--- config.mk ---
export PLATFORM = sky130hd
export DESIGN_NAME = hw_nios_onchip_mem_arbiter
export DESIGN_NICKNAME = d
export VERILOG_FILES = /design/src/rtl/hw_nios_arb_pkg.sv /design/src/rtl/hw_nios_rr_grant.sv /design/src/rtl/hw_nios_onchip_mem_arbiter.sv
export SDC_FILE = /design/constraint.sdc
export NUM_CORES = 1
export LEC_CHECK = 0
export CORE_AREA = 2 2 95 97
export CTS_CLUSTER_SIZE = 24
export DETAILED_ROUTE_END_ITERATION = 8
export DIE_AREA = 0 0 97 99
export GPL_ROUTABILITY_DRIVEN = 1
export PLACE_DENSITY = 0.76
export SETUP_SLACK_MARGIN = 0.5
export SYNTH_ARGS = -nofsm -noshare
export SYNTH_HDL_FRONTEND = slang
export SYNTH_HIERARCHICAL = 1
export SYNTH_SLANG_ARGS = --single-unit
export TNS_END_PERCENT = 100
--- constraint.sdc ---
create_clock -name clk -period 3.6 [get_ports clk]
set_clock_uncertainty 0.1 [all_clocks]
set_input_delay 1.08 -clock clk [delete_from_list [all_inputs] [get_ports clk]]
set_output_delay 1.08 -clock clk [all_outputs]
set_load 0.02 [all_outputs]
--- src/rtl/hw_nios_arb_pkg.sv ---
`default_nettype none
// ============================================================================
// Module   : hw_nios_arb_pkg
// Brief    : Shared types and constants for the on-chip memory arbiter.
// Revision : 1.0
// ============================================================================
package hw_nios_arb_pkg;

    localparam int ARB_ADDR_W = 10;
    localparam int ARB_DATA_W = 32;
    localparam int ARB_BE_W   = ARB_DATA_W / 8;

    typedef enum logic [1:0] {
        ST_IDLE = 2'd0,
        ST_OWN0 = 2'd1,
        ST_OWN1 = 2'd2
    } arb_state_t;

    typedef logic port_idx_t;

endpackage
`default_nettype wire

--- src/rtl/hw_nios_rr_grant.sv ---
`default_nettype none
// ============================================================================
// Module   : hw_nios_rr_grant
// Brief    : Round-robin grant with bounded hold window; one-hot grant output.
// Revision : 1.0
// ============================================================================
module hw_nios_rr_grant
    import hw_nios_arb_pkg::*;
#(
    parameter int MAX_BURST = 4
)
(
    input  logic       clk,
    input  logic       rst,
    input  logic       i_req0,
    input  logic       i_req1,
    output logic [1:0] o_grant
);

    localparam logic [3:0] C_HOLD_LIMIT = 4'(MAX_BURST - 1);

    arb_state_t r_st;
    arb_state_t w_st_nxt;
    logic [3:0] r_hold_cnt;
    logic [3:0] w_hold_nxt;
    logic [3:0] w_hold_inc;
    logic       r_last_grant;
    logic       w_last_nxt;
    logic [1:0] w_grant;

    always_ff @(posedge clk) begin
        if (rst) begin
            r_st         <= ST_IDLE;
            r_hold_cnt   <= 4'd0;
            r_last_grant <= 1'b1;
        end else begin
            r_st         <= w_st_nxt;
            r_hold_cnt   <= w_hold_nxt;
            r_last_grant <= w_last_nxt;
        end
    end

    assign w_hold_inc = (r_hold_cnt == 4'hF) ? 4'hF : r_hold_cnt + 4'd1;

    always_comb begin
        w_grant    = 2'b00;
        w_st_nxt   = ST_IDLE;
        w_hold_nxt = 4'd0;
        w_last_nxt = r_last_grant;

        case (r_st)
            ST_OWN0: begin
                if (i_req0 && (!i_req1 || (r_hold_cnt < C_HOLD_LIMIT)))
                    w_grant = 2'b01;
                else if (i_req1)
                    w_grant = 2'b10;
            end
            ST_OWN1: begin
                if (i_req1 && (!i_req0 || (r_hold_cnt < C_HOLD_LIMIT)))
                    w_grant = 2'b10;
                else if (i_req0)
                    w_grant = 2'b01;
            end
            default: begin
                // Ties go to the port that did not win last time.
                if (i_req0 && i_req1)
                    w_grant = r_last_grant ? 2'b01 : 2'b10;
                else
                    w_grant = {i_req1, i_req0};
            end
        endcase

        if (w_grant[0]) begin
            w_st_nxt   = ST_OWN0;
            w_last_nxt = 1'b0;
            w_hold_nxt = (r_st == ST_OWN0) ? w_hold_inc : 4'd0;
        end else if (w_grant[1]) begin
            w_st_nxt   = ST_OWN1;
            w_last_nxt = 1'b1;
            w_hold_nxt = (r_st == ST_OWN1) ? w_hold_inc : 4'd0;
        end
    end

    assign o_grant = rst ? 2'b00 : w_grant;

endmodule
`default_nettype wire

--- src/rtl/hw_nios_onchip_mem_arbiter.sv ---
`default_nettype none
// ============================================================================
// Module   : hw_nios_onchip_mem_arbiter
// Brief    : Two-port Avalon-MM arbiter in front of a single-port on-chip RAM.
// Revision : 1.0
// ============================================================================
module hw_nios_onchip_mem_arbiter
    import hw_nios_arb_pkg::*;
#(
    parameter int ADDR_W    = ARB_ADDR_W,
    parameter int DATA_W    = ARB_DATA_W,
    parameter int BE_W      = ARB_BE_W,
    parameter int MAX_BURST = 4
)
(
    input  logic              clk,
    input  logic              reset,
    input  logic [ADDR_W-1:0] m0_address,
    input  logic [BE_W-1:0]   m0_byteenable,
    input  logic              m0_read,
    input  logic              m0_write,
    input  logic [DATA_W-1:0] m0_writedata,
    output logic              m0_waitrequest,
    output logic [DATA_W-1:0] m0_readdata,
    output logic              m0_readdatavalid,
    input  logic [ADDR_W-1:0] m1_address,
    input  logic [BE_W-1:0]   m1_byteenable,
    input  logic              m1_read,
    input  logic              m1_write,
    input  logic [DATA_W-1:0] m1_writedata,
    output logic              m1_waitrequest,
    output logic [DATA_W-1:0] m1_readdata,
    output logic              m1_readdatavalid,
    output logic [ADDR_W-1:0] mem_address,
    output logic [BE_W-1:0]   mem_byteenable,
    output logic              mem_chipselect,
    output logic              mem_write,
    output logic [DATA_W-1:0] mem_writedata,
    output logic              mem_clken,
    input  logic [DATA_W-1:0] mem_readdata
);

    logic [1:0] w_grant;
    logic       w_rd_accept;
    logic       r_rd_pend;
    port_idx_t  r_rd_tag;

    hw_nios_rr_grant #(
        .MAX_BURST (MAX_BURST)
    ) u_grant (
        .clk     (clk),
        .rst     (reset),
        .i_req0  (m0_read | m0_write),
        .i_req1  (m1_read | m1_write),
        .o_grant (w_grant)
    );

    // Port 1 steers the memory bus only when granted; otherwise port 0 values sit on it.
    assign mem_address    = w_grant[1] ? m1_address    : m0_address;
    assign mem_byteenable = w_grant[1] ? m1_byteenable : m0_byteenable;
    assign mem_writedata  = w_grant[1] ? m1_writedata  : m0_writedata;
    assign mem_chipselect = |w_grant;
    assign mem_write      = (w_grant[0] & m0_write) | (w_grant[1] & m1_write);
    assign mem_clken      = 1'b1;

    assign m0_waitrequest = ~w_grant[0];
    assign m1_waitrequest = ~w_grant[1];

    assign w_rd_accept = (w_grant[0] & m0_read) | (w_grant[1] & m1_read);

    always_ff @(posedge clk) begin
        if (reset) begin
            r_rd_pend <= 1'b0;
            r_rd_tag  <= 1'b0;
        end else begin
            r_rd_pend <= w_rd_accept;
            if (w_rd_accept)
                r_rd_tag <= w_grant[1];
        end
    end

    // Gated by reset so a read in flight when reset arrives is dropped immediately.
    assign m0_readdatavalid = r_rd_pend & ~r_rd_tag & ~reset;
    assign m1_readdatavalid = r_rd_pend &  r_rd_tag & ~reset;
    assign m0_readdata      = mem_readdata;
    assign m1_readdata      = mem_readdata;

endmodule
`default_nettype wire

Word-level counts from Yosys, hierarchy flattened
Index checks and enable logic that the tools add are counted.
Storage, ports and cells
  bits of input ports: 130
  word-level logic and storage cells: 57
  register bits after elaboration: 9
Cells by class
  add/subtract/negate cells: 1
  multiplexer cells: 20
  reductions and logical operators: 10
  eq/ne operators: 3
  order comparisons: 1
  bitwise logic cells: 16
Operator list (count)
  $mux 32: 1
  $mux 4: 6
  $mux 2: 7
  $mux 10: 1
  $and 1x1->1: 8
  $add 4x1->4 const B: 1
  $eq 4x4->1 const B: 1
  $lt 4x2->1 const B: 1
  $mux 1: 4
  $not 1->1: 4
  $or 1x1->1: 4
  $pmux 2 s2: 1
  $reduce_or 2->1: 2
  $logic_and 1x1->1: 3
  $eq 2x1->1 const B: 1
  $eq 2x2->1 const B: 1
  $logic_not 1->1: 2
  $logic_or 1x1->1: 2
  $reduce_bool 2->1: 1

Depth between registers and ports, before layout
  word-level depth: 9
  gate-level depth with buffers: 10
  depth with buffers taken out: 8

Hierarchy
Netlist, hierarchy kept.
Modules (own cells, without submodules)
  hw_nios_onchip_mem_arbiter: area each 1211.2 µm², cells an instance 133, instances 1
  hw_nios_rr_grant: area each 513.0 µm², cells an instance 61, instances 1

Least setup slack after synthesis
No wires, ideal clock.
  kind: input-to-output
  start: in m0_write
  end: out mem_writedata[22]
  stages on the path: 8
  arrival time: 2.692 ns
  slack: -0.272 ns
  cell sequence: or2_2 a21bo_2 a21boi_1 o21bai_2 inv_1 buf_6 buf_6 mux2_4
Between the ends
  word-level cells in the longest chain between the ends: 8
  elaborated cells between the ends (all ways): 12
  those cells by class: mux (6); bitwise (1); reduce/logical (5)
Ends and longest elaborated chain
  start, declared: line hw_nios_onchip_mem_arbiter.sv:21  | input logic m0_write,
  $or 1x1->1 *: line hw_nios_onchip_mem_arbiter.sv:53  | .i_req0 (m0_read | m0_write),
  $logic_not 1->1: line hw_nios_rr_grant.sv:59  | if (i_req1 && (!i_req0 || (r_hold_cnt < C_HOLD_LIMIT)))
  $logic_or 1x1->1: line hw_nios_rr_grant.sv:59
  $logic_and 1x1->1: line hw_nios_rr_grant.sv:59
  $mux 2: line hw_nios_rr_grant.sv:59
  $pmux 2 s2 *: line hw_nios_rr_grant.sv:51  | case (r_st)
  $mux 2 *: line hw_nios_rr_grant.sv:84  | assign o_grant = rst ? 2'b00 : w_grant;
  net w_grant[1]: line hw_nios_onchip_mem_arbiter.sv:43  | logic [1:0] w_grant;
  $mux 32 *: line hw_nios_onchip_mem_arbiter.sv:61  | assign mem_writedata = w_grant[1] ? m1_writedata : m0_writedata;
  end, declared: line hw_nios_onchip_mem_arbiter.sv:38  | output logic [DATA_W-1:0] mem_writedata,
Mark *: on every way through the listed nets, which the timed path passes. The rest lies on a longest branch.

Worst setup path after layout
  start: in m1_write
  end: out mem_write
Between the ends
  word-level cells in the longest chain between the ends: 9
  elaborated cells between the ends (all ways): 15
  those cells by class: mux (6); bitwise (4); reduce/logical (5)
Ends and longest elaborated chain
  start, declared: line hw_nios_onchip_mem_arbiter.sv:29  | input logic m1_write,
  $or 1x1->1 *: line hw_nios_onchip_mem_arbiter.sv:54  | .i_req1 (m1_read | m1_write),
  $logic_not 1->1: line hw_nios_rr_grant.sv:53  | if (i_req0 && (!i_req1 || (r_hold_cnt < C_HOLD_LIMIT)))
  $logic_or 1x1->1: line hw_nios_rr_grant.sv:53
  $logic_and 1x1->1: line hw_nios_rr_grant.sv:53
  $mux 2: line hw_nios_rr_grant.sv:53
  $pmux 2 s2 *: line hw_nios_rr_grant.sv:51
  $mux 2 *: line hw_nios_rr_grant.sv:84
  net w_grant[1]: line hw_nios_onchip_mem_arbiter.sv:43
  $and 1x1->1 *: line hw_nios_onchip_mem_arbiter.sv:63  | assign mem_write = (w_grant[0] & m0_write) | (w_grant[1] & m1_write);
  $or 1x1->1 *: line hw_nios_onchip_mem_arbiter.sv:63
  end, declared: line hw_nios_onchip_mem_arbiter.sv:37  | output logic mem_write,
Marked as above.

==> metrics.log <==
INFO  metric route.antenna.remaining_nets = 0
INFO  metric numCtsBuffers = 3
INFO  metric synth_seq_cells = 9
INFO  metric path_buf_inv = 7
INFO  metric layout_setup_ws = -0.398 ns
INFO  metric avgRoutedWirePerCell = between 15 and 20 um
INFO  metric endpoint_kind = primary output
INFO  metric finalCriticalPeriod = ~4 ns
INFO  metric number_of_global_route_vias_before_repair = between 1500 and 2000
INFO  metric start_util = between 20% and 30%
INFO  metric drt-met1-wl = between 2 and 3 mm
INFO  metric grt_setup_unrepaired = true
INFO  metric synth_sequential_area_ratio = 10.4%
INFO  metric min_period_over_period = 111%
INFO  metric power.share.switching = about 37%
INFO  metric clock_sinks = 9
INFO  metric route.met2.wl = approximately 3.9 mm
INFO  metric yosysMostFrequentCell = sky130_fd_sc_hd__buf_4
INFO  metric worstPathRequired = 2.42 ns
INFO  metric critPathKind = in2out
INFO  metric critPathLaunchType = input port
INFO  metric net-switching-power = a little over 0.6 mW
INFO  metric nets = between 400 and 500
INFO  metric synth.cell_area = roughly 1700 um2
INFO  metric tritoncts_clock_tree = done
INFO  metric cts.path.max_buffers = 2
INFO  metric synth.avg_cell_area = 8.89 um2
INFO  metric worst_setup_hold_path_clk_slew = roughly 0.040 ns
INFO  metric clk_latency = 0.23 ns
INFO  metric run_status = complete, but fails checks
INFO  metric cts_htree_levels = 1
INFO  metric number_of_flops_mapped_to_enable_cells_by_yosys = 0
INFO  metric worst_hold_path_type = reg2reg
INFO  metric fp.dieArea = ~9600 um2
INFO  metric regToRegEndpoint = r_rd_tag$_SDFFE_PP0P_
INFO  metric internal_power = around 1.1 mW
INFO  metric violations = setup timing
INFO  metric detailed_place_hpwl = just under 6 mm
INFO  metric finalSetupTns = -16.72 ns
INFO  metric io_pins = between 200 and 250
INFO  metric die_y = between 90 and 100 um
INFO  metric yosys_most_used_dff = sky130_fd_sc_hd__dfxtp_1
INFO  metric p_comb_share = ~85%
INFO  metric max_cap_viol_count = 0
INFO  metric max_clock_freq = ~0.25 GHz
INFO  metric worst-endpoint-arrival = around 2.8 ns
INFO  metric ys_top_cells_by_count = sky130_fd_sc_hd__buf_4 (68), sky130_fd_sc_hd__mux2_2 (38), sky130_fd_sc_hd__dfxtp_1 (9), sky130_fd_sc_hd__mux2_4 (8), sky130_fd_sc_hd__nor2_1 (6)
INFO  metric place.gp.congestion = about 0.85
INFO  metric grt_pass1_wl = between 10 and 15 mm
INFO  metric power_leakage = between 1.5 and 2 nW
INFO  metric route.detailed.vias_per_inst = ~4.3
INFO  metric topRoutingLayerUsed = met5
INFO  metric die_width = around 97 um
INFO  metric dpl-instance-area = 3070 um2
INFO  metric timing.critical_path.max_delay_family = buffers and inverters
INFO  metric fp.coreArea = between 8000 and 9000 um2
INFO  metric antenna_found_initial = 3
INFO  metric drt-pass1-iter-count = 4
INFO  metric synth-async-reset-ratio = 0%
INFO  metric synth_cells = roughly 190
INFO  metric final-setup-viol-count = just under 50
INFO  metric critPathMaxStageDelay = 0.25 ns
INFO  metric n_fill_cell = 797
INFO  metric globalRouteTotalUtil = 15.3%
INFO  metric yosys_warnings = 6
INFO  metric largest_net_degree_at_the_start_of_global_routing = 8
INFO  metric routed_wl = ~7.8 mm
INFO  metric buffer_ports.inserted = about 150
INFO  metric max-vdd-ir-drop = between 0.2 and 0.3 mV
INFO  metric std_cell_rows = 34
INFO  metric synth_largest_area_cell = sky130_fd_sc_hd__buf_4
INFO  metric min_from = u_grant/r_last_grant$_SDFFE_PP1P_
INFO  metric r2r_setup_slack = 0.92 ns
INFO  metric timing.critical_path.cells = buf_6 > or2_4 > nand3b_1 > mux2i_2 > o21bai_2 > inv_4 > buf_12 > buf_12 > buf_16 > buf_8 > a22o_1 > buf_6
INFO  metric drt_iter0_drc = 25
INFO  metric final_layout_size_suffix_gt1_share = a little over half
INFO  metric cp_num_cells = 12
INFO  metric yosysTopAreaCellShare = 29.6%
INFO  metric finalInstanceArea = around 3700 um2
INFO  metric regToRegStartpoint = u_grant/r_st[0]$_SDFF_PP0_
INFO  metric drc = 0
INFO  metric powerDensity = between 400 and 500 nW/um2
INFO  metric syn_nets = roughly 330
INFO  metric holdPathStages = 2
INFO  metric post_synth_num_cell_types = 43
INFO  metric met3WireLength = between 800 and 900 um
INFO  metric finalHoldViolCount = 0
INFO  metric worstRegToRegCells = 15
INFO  metric flow.area_growth_from_synthesis = 113%
INFO  metric synthTopCellsByArea = sky130_fd_sc_hd__buf_4 (30%), sky130_fd_sc_hd__mux2_2 (25%), sky130_fd_sc_hd__dfxtp_1 (10%), sky130_fd_sc_hd__mux2_4 (7.0%), sky130_fd_sc_hd__ha_1 (2.2%)
INFO  metric global_route.overflow_total = 0
INFO  metric cpMaxStageDelayCell = sky130_fd_sc_hd__or2_4
INFO  metric power.share.clock = 7.1%
INFO  metric detailroute.via_count = 1811
INFO  metric p_seq_share = 7.9%
INFO  metric worst-path-max-fanout = 7
INFO  metric timing.hold.worst_endpoint = u_grant/r_last_grant$_SDFFE_PP1P_
INFO  metric root_buffer = sky130_fd_sc_hd__clkbuf_8
INFO  metric drv_slew = 0
[flip-flops by register name, indices dropped and copies added, names as in the netlist]
signal                flops
r_rd_tag                  1
u_grant/r_hold_cnt        4
u_grant/r_st              2
r_rd_pend                 1
u_grant/r_last_grant      1
[layer usage]
layer	up-vias	global-route usage, %
li1	859	-
met1	800	15.9
met2	110	26.4
met3	38	6.74
met4	4	7.48
met5	-	0
[worst register-to-register path: cells and delay by family (launching register included)]
kind / cells / cell delay (ns)
multiplexers: 1 / 0.25
adder cells (fa/ha/maj): 1 / 0.36
buffers and inverters: 10 / 0.98
AND/OR/NAND/NOR: 1 / 0.23
flip-flops: 1 / 0.33
AO/OA/AOI/OAI: 2 / 0.36
[power groups by stage]
| stage | Clock [mW] | Sequential (mW) | Combinational [mW] |
|---|---|---|---|
| after detailed placement | 0 | 0.133 | 1.04 |
| final | 0.118 | 0.132 | 1.42 |
| after CTS | 0.120 | 0.132 | 1.37 |
| after global routing | 0.125 | 0.135 | 1.49 |
| after global placement | 0 | 0.132 | 1.02 |
| after floorplan | 0 | 0.130 | 0.704 |
[repair_timing]
action                     in CTS  in global routing
resized for setup             356                 14
cloned                          6                  0
pin swaps                       9                  7
buffers inserted               14                  4
setup endpoints to repair      52                 52
hold buffers                    0                  0
[layout by cell type (no fill, tap or decap), types with 3 or more instances in the layout]
cell type,instances
sky130_fd_sc_hd__buf_16,6
sky130_fd_sc_hd__buf_4,23
sky130_fd_sc_hd__mux2_4,46
sky130_fd_sc_hd__nor2_1,5
sky130_fd_sc_hd__o22ai_1,4
sky130_fd_sc_hd__inv_1,3
sky130_fd_sc_hd__o211ai_1,3
sky130_fd_sc_hd__nand2b_1,3
sky130_fd_sc_hd__dfxtp_1,9
sky130_fd_sc_hd__clkdlybuf4s50_1,92
sky130_fd_sc_hd__o21ai_0,3
sky130_fd_sc_hd__ha_1,3
sky130_fd_sc_hd__buf_12,8
sky130_fd_sc_hd__o21ai_1,3
sky130_fd_sc_hd__clkbuf_8,3
sky130_fd_sc_hd__buf_6,57
[worst max-delay path by stage]
stage              from                end  slack (ns)
6_report       m1_write          mem_write       -0.40
5_1_grt        m1_write          mem_write       -0.46
4_1_cts         m0_read  mem_writedata[28]       -0.37
3_5_place_dp   m0_write   mem_writedata[9]       -1.04
3_3_place_gp   m0_write   mem_writedata[9]       -0.99
2_1_floorplan  m0_write  mem_writedata[22]       -0.06
[cells by family (layout without fill, tap and decap cells)]
group	count (synthesis)	in the layout	share of synthesized area, %
buf+inv	76	199	32.2
mux	47	47	32.4
compound gates	29	29	11.8
simple gates	29	29	10.8
flops	9	9	10.4
fa+ha+maj	3	3	2.18
other cells	1	2	0.217
[layout make-up]
| type | count | area (um2) | area share (%) |
|---|---|---|---|
| repair buffers | 189 | 2090 | 56.9 |
| multi-input cells | 109 | 1190 | 32.2 |
| flip-flops and latches | 9 | 180 | 4.90 |
| well taps | 108 | 135 | 3.67 |
| clock buffers | 4 | 45.0 | 1.22 |
| inverters | 6 | 37.5 | 1.02 |
| diodes | 1 | 2.50 | 0.0680 |
[stage by stage]
step / instances / worst slack [ns] / hold slack [ns] / utilization (%) / total power, mW
5_1_grt: 426 / -0.456 / 0.460 / 43.0 / 1.75
6_report: 426 / -0.398 / 0.431 / 43.0 / 1.66
3_3_place_gp: 397 / -0.995 / 0.398 / 35.9 / 1.15
2_1_floorplan: 194 / -0.0588 / 0.372 / - / 0.834
4_1_cts: 421 / -0.371 / 0.416 / 41.7 / 1.62
3_5_place_dp: 397 / -1.04 / 0.395 / 35.9 / 1.17
Note: power is estimated with default switching activity, not from simulation.
